[config.mk]
export PLATFORM = sky130hd
export DESIGN_NAME = rect_copy_controller
export DESIGN_NICKNAME = d
export VERILOG_FILES = /design/src/rtl/rect_copy_controller.sv
export SDC_FILE = /design/constraint.sdc
export NUM_CORES = 1
export LEC_CHECK = 0
export ABC_CLOCK_PERIOD_IN_PS = 3100
export BUFFER_PORTS_ARGS = -buffer_cell sky130_fd_sc_hd__buf_2
export CORE_MARGIN = 4
export CORE_UTILIZATION = 35
export CTS_CLUSTER_SIZE = 20
export DETAILED_ROUTE_END_ITERATION = 7
export HOLD_SLACK_MARGIN = 0.1
export PLACE_DENSITY_LB_ADDON = 0.25
export RECOVER_POWER = 50
export SYNTH_ARGS = -nofsm -noshare
export SYNTH_HDL_FRONTEND = slang
export SYNTH_SLANG_ARGS = --single-unit
export TNS_END_PERCENT = 30
[constraint.sdc]
create_clock -name clk -period 3.1 [get_ports clk]
set_input_delay 0.62 -clock clk [delete_from_list [all_inputs] [get_ports clk]]
set_output_delay 0.62 -clock clk [all_outputs]
set_load 0.005 [all_outputs]
[src/rtl/rect_copy_controller.sv]
`default_nettype none
// ============================================================================
// Module   : rect_copy_controller
// Purpose  : Streams RECT_COUNT*RECT_WORDS 16-bit words from data memory into
//            the GPU rectangle registers, one word per clock. A copy runs only
//            while the copy window is open. Closing the window mid-copy ends
//            the copy and sets the sticky aborted flag.
// Ports    : clk         - single clock, rising edge
//            reset_n     - asynchronous active-low reset
//            copy_start  - one-cycle start pulse (honoured only in IDLE with copy=1)
//            copy        - copy-window flag; memory is owned while high
//            mem_addr    - data-memory read address (16-bit, wraps)
//            mem_re      - data-memory read enable
//            mem_rdata   - read data, valid one cycle after mem_re
//            rect_we     - rectangle-register write strobe
//            rect_idx    - rectangle index of the current write
//            rect_field  - field index of the current write
//            rect_data   - write data (mem_rdata of the current cycle)
//            busy        - copy in progress
//            done        - one-cycle pulse on full completion
//            aborted     - sticky; set when a copy is cut short
// Revision : 1.0 - initial release
// ============================================================================
module rect_copy_controller #(
  parameter int          RECT_COUNT = 64,
  parameter int          RECT_WORDS = 6,
  parameter logic [15:0] MEM_BASE   = 16'h0000
) (
  input  logic                          clk,
  input  logic                          reset_n,
  input  logic                          copy_start,
  input  logic                          copy,
  output logic [15:0]                   mem_addr,
  output logic                          mem_re,
  input  logic [15:0]                   mem_rdata,
  output logic                          rect_we,
  output logic [$clog2(RECT_COUNT)-1:0] rect_idx,
  output logic [$clog2(RECT_WORDS)-1:0] rect_field,
  output logic [15:0]                   rect_data,
  output logic                          busy,
  output logic                          done,
  output logic                          aborted
);

  localparam int c_N  = RECT_COUNT * RECT_WORDS;
  localparam int c_IW = $clog2(RECT_COUNT);
  localparam int c_FW = $clog2(RECT_WORDS);
  localparam int c_CW = $clog2(c_N + 1);

  localparam logic [c_FW-1:0] c_FIELD_LAST = c_FW'(RECT_WORDS - 1);
  localparam logic [c_CW-1:0] c_LAST_READ  = c_CW'(c_N - 1);

  typedef enum logic [1:0] {
    S_IDLE  = 2'd0,
    S_READ  = 2'd1,
    S_DRAIN = 2'd2,
    S_DONE  = 2'd3
  } state_t;

  state_t            r_state;
  logic [15:0]       r_addr;
  logic [c_CW-1:0]   r_rcnt;   // index k of the read issued this cycle
  logic [c_IW-1:0]   r_idx;
  logic [c_FW-1:0]   r_field;
  logic              r_re;
  logic              r_we;
  logic              r_busy;
  logic              r_done;
  logic              r_aborted;

  // Strobes are qualified by the window flag so that no memory access or
  // register write is ever presented in a cycle where the memory is not ours,
  // including the cycle in which the window closes.
  assign mem_re     = r_re & copy;
  assign rect_we    = r_we & copy;
  assign mem_addr   = r_addr;
  assign rect_idx   = r_idx;
  assign rect_field = r_field;
  assign rect_data  = mem_rdata;
  assign busy       = r_busy;
  assign done       = r_done;
  assign aborted    = r_aborted;

  always_ff @(posedge clk or negedge reset_n) begin
    if (!reset_n) begin
      r_state   <= S_IDLE;
      r_addr    <= 16'h0000;
      r_rcnt    <= '0;
      r_idx     <= '0;
      r_field   <= '0;
      r_re      <= 1'b0;
      r_we      <= 1'b0;
      r_busy    <= 1'b0;
      r_done    <= 1'b0;
      r_aborted <= 1'b0;
    end else begin
      r_done <= 1'b0;
      case (r_state)
        S_IDLE: begin
          if (copy_start && copy) begin
            r_state   <= S_READ;
            r_aborted <= 1'b0;
            r_busy    <= 1'b1;
            r_re      <= 1'b1;
            r_we      <= 1'b0;
            r_addr    <= MEM_BASE;
            r_rcnt    <= '0;
            r_idx     <= '0;
            r_field   <= '0;
          end
        end

        S_READ: begin
          if (!copy) begin
            r_state   <= S_IDLE;
            r_aborted <= 1'b1;
            r_busy    <= 1'b0;
            r_re      <= 1'b0;
            r_we      <= 1'b0;
          end else begin
            // Every read is followed by its write one cycle later; the
            // write coordinates advance only once a write has been issued.
            r_we <= 1'b1;
            if (r_we) begin
              if (r_field == c_FIELD_LAST) begin
                r_field <= '0;
                r_idx   <= r_idx + c_IW'(1);
              end else begin
                r_field <= r_field + c_FW'(1);
              end
            end
            if (r_rcnt == c_LAST_READ) begin
              r_re    <= 1'b0;
              r_state <= S_DRAIN;
            end else begin
              r_rcnt <= r_rcnt + c_CW'(1);
              r_addr <= r_addr + 16'd1;
            end
          end
        end

        S_DRAIN: begin
          if (!copy) begin
            r_state   <= S_IDLE;
            r_aborted <= 1'b1;
            r_busy    <= 1'b0;
            r_re      <= 1'b0;
            r_we      <= 1'b0;
          end else begin
            r_we    <= 1'b0;
            r_busy  <= 1'b0;
            r_done  <= 1'b1;
            r_state <= S_DONE;
          end
        end

        S_DONE: begin
          r_state <= S_IDLE;
        end

        default: begin
          r_state <= S_IDLE;
        end
      endcase
    end
  end

endmodule
`default_nettype wire

Word-level counts from Yosys, hierarchy flattened:

Cells that the tools add are included.

* word-level logic and storage cells: 79
* memory bits (writable): 0
* input port bits: 20
* memories kept: 0
* memory bits (read-only): 0
* bits in latches: 0
* output and inout bits: 46
* bits in registers: 41

* reduce and logical (&&, ||, !) cells: 14
* divide/modulo/power cells: 0
* multipliers: 0
* muxes and demuxes: 35
* magnitude comparators: 0
* bitwise operators: 2
* add/subtract/negate cells: 4
* equal/unequal tests: 14
* shift operators: 0

Operator list (number)
* $mux W16: 3
* $pmux W16 S2: 1
* $mux W9: 3
* $mux W6: 4
* $pmux W9 S2: 1
* $add A16 B1 Y16 const B: 1
* $ne A2 B2 Y1 const B: 8
* $mux W3: 4
* $pmux W6 S2: 1
* $reduce_and A4 Y1: 3
* $add A9 B1 Y9 const B: 1
* $eq A9 B9 Y1 const B: 1
* $pmux W1 S3: 3
* $mux W1: 8
* $mux W2: 4
* $pmux W2 S4: 1
* $add A6 B1 Y6 const B: 1
* $pmux W3 S2: 1
* $reduce_and A3 Y1: 2
* $reduce_and A5 Y1: 1
* $eq A2 B2 Y1 const B: 2
* $reduce_and A2 Y1: 2
* $reduce_bool A2 Y1: 2
* $add A3 B1 Y3 const B: 1
* other kinds (9): 10

Logic depth before layout (Yosys ltp):

* word-level depth: 5
* mapped depth: 7

Least setup slack after synthesis:

No wires, ideal clock.

* path type: reg2reg
* start: register r_state[1]
* end: register r_idx[0], in the netlist rect_idx[0]
* arrival time: 1.765 ns
* clock period less this slack: 1.890 ns
* path slack: 1.210 ns
* cell stages (with the launch flop): 6
* path through: dfrtp_1 > inv_1 > ha_1 > nor2b_1 > a2111oi_4 > mux2_2

* cells in the longest elaborated chain, start to end: 3

RTL lines
* start: declaration: line 60 `state_t r_state;`
* start signal: assignment: line 86 `r_state <= S_IDLE;`
* start signal: assignment: line 101 `r_state <= S_READ;`
* start signal: assignment: line 115 `r_state <= S_IDLE;`
* $eq A2 B1 Y1 / $logic_not A2 Y1 (equally long branches): line 98 `case (r_state)`
* $ne A2 B2 Y1 (no source line) / $reduce_bool A2 Y1 (equally long branches)
* $reduce_and A5 Y1 (no source line)
* end signal: assignment: line 127 `r_idx <= r_idx + c_IW'(1);`
* end: declaration: line 63 `logic [c_IW-1:0] r_idx;`

Parallel ways exist; a longest one is shown, timed or not.
A chain may end at the register's enable or synchronous reset.

Worst setup path after layout:

* start: register r_state[1]
* end: register r_rcnt[4]

* cells in the longest elaborated chain, start to end: 3

RTL lines
* $eq A2 B1 Y1 / $logic_not A2 Y1 (equally long branches): line 98
* $ne A2 B2 Y1 (no source line) / $reduce_bool A2 Y1 (equally long branches)
* $reduce_and A4 Y1 (no source line)
* end signal: assignment: line 136 `r_rcnt <= r_rcnt + c_CW'(1);`
* end: declaration: line 62 `logic [c_CW-1:0] r_rcnt;`

Parallel ways exist; a longest one is shown, timed or not.

==> impl_results.md <==
* Cts repair resizes at 0
* HP Class: reg -> reg
* IO Pins at 66
* Final setup violation count at 0
* Sum of negative setup slack at 0 ns
* Clock-pin transition on the worst setup and hold timing paths at 0.08 ns
* CP required at 3.28 ns
* CTS tree: yes
* Sequential cell area at 1030 sq um
* Worst Hold Path Cells at 1
* Final hold viol count at 0
* Slew @ Worst Pin at 2.29 ns
* Mapped Cells at 261
* Synth Area per Inst at 9.63 sq um
* Ys async rst share at 1.00
* Post-synthesis cell type count at 56
* Mapped cell area at 2510 sq um
* IO buf count at 33
* Failing checks: max-capacitance violations, max-slew violations
* Setup bufs post-CTS at 0
* Worst skew pair latency at 0.30 ns
* Number of diodes at 0
* Layout Area Growth over Synthesis at 9.11%
* R2R Path Start: r_state[1]$_DFFE_PN0P_
* Most common cell after layout, fill and taps aside: dfrtp_1
* Leak at 1.27 nW
* FF-to-FF End: r_rcnt[4]$_DFFE_PN0P_
* Number of fill cells at 697
* Die Area at 8600 sq um
* Period utilization at 0.782
* Global-route wire length before repair at 10500 um
* CP arrival at 2.61 ns
* Max_cap viols at 1
* Post-route ant nets at 0
* PwrDens at 741 nW/um^2
* Crit end category: flop
* Final wirelength at 5880 um
* Slew headroom at -0.527
* Fmax at 412 MHz
* Initial DRC Count at 105
* Multi-input gate area at 1260 sq um
* Overall routing resource usage at 0.149
* Share of cells above drive strength 1 at 0.196
* CTS buffer count at 5
* Unrepaired setup endpoints after global routing: false
* Clock skew at 0.00655 ns
* Congestion Overflow GR at 0
* Drt drc at 0
* Finished Core Util at 0.399
* Worst reg-to-reg setup slack at 0.67 ns
* 1st-pass router iterations at 4
* Total number of vias at 2059
* Initial antenna violation count at 0
* Slew Viols, Final at 42
* Setup CP Type: reg -> reg
* GP Congestion at 0.848
* Post-synth top flop: dfrtp_1
* Synth Warn # at 0
* Non-filler cells, final at 377
* Die width at 92.7 um
* Register area share after synthesis at 0.408
* Yosys reg bits at 41
* EDFF count, synth at 0
* Hold_sp: rect_field[1]$_DFFE_PN0P_
* CP Launch Type: flop
* Avg WL per Cell at 15.6 um
* H-tree Lvls at 2
* CP max FO at 17
* Cts hold-fix bufs at 0
* DP HPWL at 4130 um
* Initial core utilization at 0.366
* Max IR drop VDD at 313 uV
* Vias per cell at 5.46
* Synthesized net count at 289
* Vias in the first global route at 2069
* Std cell rows at 30
* Net count, final at 309
* Largest net degree at the start of global routing at 42
* Worst reg-to-reg path cell count at 6
* Root buffer cell: clkbuf_8
* Run status: finished, violations left
* Worst Hold Endpoint: rect_field[1]$_DFFE_PN0P_
* Most frequent cells in the layout: dfrtp_1, buf_2, nand2_1
* DIE HEIGHT at 92.7 um
* Min Tclk post-route at 2.43 ns
* Clk sinks at 41
* Max clock buf depth at 2
* CORE AREA at 6870 sq um
* Placed insts at 370
## logic make-up (layout without fill, tap and decap cells)
family          count (synthesis)  in the layout  synth area share
simple gates                  104            104             0.239
xor+xnor                        3              3            0.0105
mux                            11             11            0.0458
buf+inv                        39             59            0.0886
compound gates                 55             55             0.168
flops                          41             41             0.408
fa+ha+maj                       8              8            0.0398
## worst max-delay path by stage
stage,slack (ns),depth (start not counted),start,to
3_5_place_dp,0.67,6,r_state[1]$_DFFE_PN0P_,r_rcnt[4]$_DFFE_PN0P_
5_1_grt,0.27,1,reset_n,r_rcnt[0]$_DFFE_PN0P_
4_1_cts,0.66,6,r_state[1]$_DFFE_PN0P_,r_rcnt[4]$_DFFE_PN0P_
6_report,0.67,6,r_state[1]$_DFFE_PN0P_,r_rcnt[4]$_DFFE_PN0P_
2_1_floorplan,1.21,5,r_state[1]$_DFFE_PN0P_,rect_idx[0]$_DFFE_PN0P_
3_3_place_gp,0.80,6,r_state[1]$_DFFE_PN0P_,mem_addr[8]$_DFFE_PN0P_
## critical path, stage by stage (launching register included)
cell     delay, ns
dfrtp_1       0.41
inv_1         0.11
ha_1          0.62
o21ai_2       0.22
nor2_1        0.30
o21ai_2       0.26
a221o_1       0.40
## synth_stat cells (3+ instances only)
library cell | count | area (sq um)
a21o_1 | 3 | 22.5
a21oi_1 | 5 | 25.0
a221o_1 | 4 | 40.0
a22o_1 | 5 | 43.8
a31oi_1 | 7 | 43.8
and2_1 | 3 | 18.8
and3_1 | 4 | 25.0
and4_1 | 3 | 26.3
buf_2 | 4 | 20.0
buf_4 | 17 | 128
dfrtp_1 | 41 | 1030
ha_1 | 8 | 100
inv_1 | 14 | 52.6
mux2_2 | 4 | 45.0
mux2i_1 | 7 | 70.1
nand2_1 | 18 | 67.6
nand2b_1 | 5 | 31.3
nand3_1 | 11 | 55.1
nand3b_1 | 3 | 22.5
nand4_1 | 12 | 75.1
nor2_1 | 13 | 48.8
nor3_1 | 4 | 20.0
nor4_1 | 8 | 50.1
o211ai_1 | 4 | 30.0
o21ai_0 | 9 | 45.0
or3_1 | 4 | 25.0
## report_power, final
group / total (mW) / leakage, nW / switching (mW) / internal, mW
Combinational: 0.853 / 0.673 / 0.502 / 0.351
Clock: 0.364 / 0.0443 / 0.187 / 0.177
Sequential: 0.815 / 0.548 / 0.150 / 0.665
## routing by layer
| metal | share of wire | up-vias | track usage | wire length (um) |
|---|---|---|---|---|
| met3 | 0.063 | 14 | 0.0390 | 372 |
| met1 | 0.49 | 987 | 0.208 | 2900 |
| met4 | 0.015 | 0 | 0.0403 | 86 |
| met2 | 0.43 | 62 | 0.229 | 2520 |
| li1 | - | 996 | - | - |
| met5 | 0 | - | 0 | 0 |
## stage by stage
step	hold slack (ns)	total power, mW	instance area [sq um]	setup WS (ns)
after detailed placement	0.524	1.69	2660	0.669
final	0.527	2.03	2740	0.675
after global routing	0.560	2.22	2740	0.273
after floorplan	0.324	1.43	2510	1.21
after CTS	0.509	2.06	2750	0.660
after global placement	0.506	1.67	2660	0.802
## cell type report
type	count	area share
clock buffers	7	0.0315
inverters	15	0.0205
multi-input cells	181	0.461
flip-flops and latches	41	0.374
well taps	96	0.0438
repair buffers	37	0.0689
## sequential cells by signal (all words and copies together), names as in the netlist
| signal | cells |
|---|---|
| mem_addr | 16 |
| r_rcnt | 9 |
| rect_idx | 6 |
| rect_field | 3 |
| r_state | 2 |
| aborted | 1 |
| busy | 1 |
| done | 1 |
| r_re | 1 |
| r_we | 1 |
(Power assumes the default switching activity.)
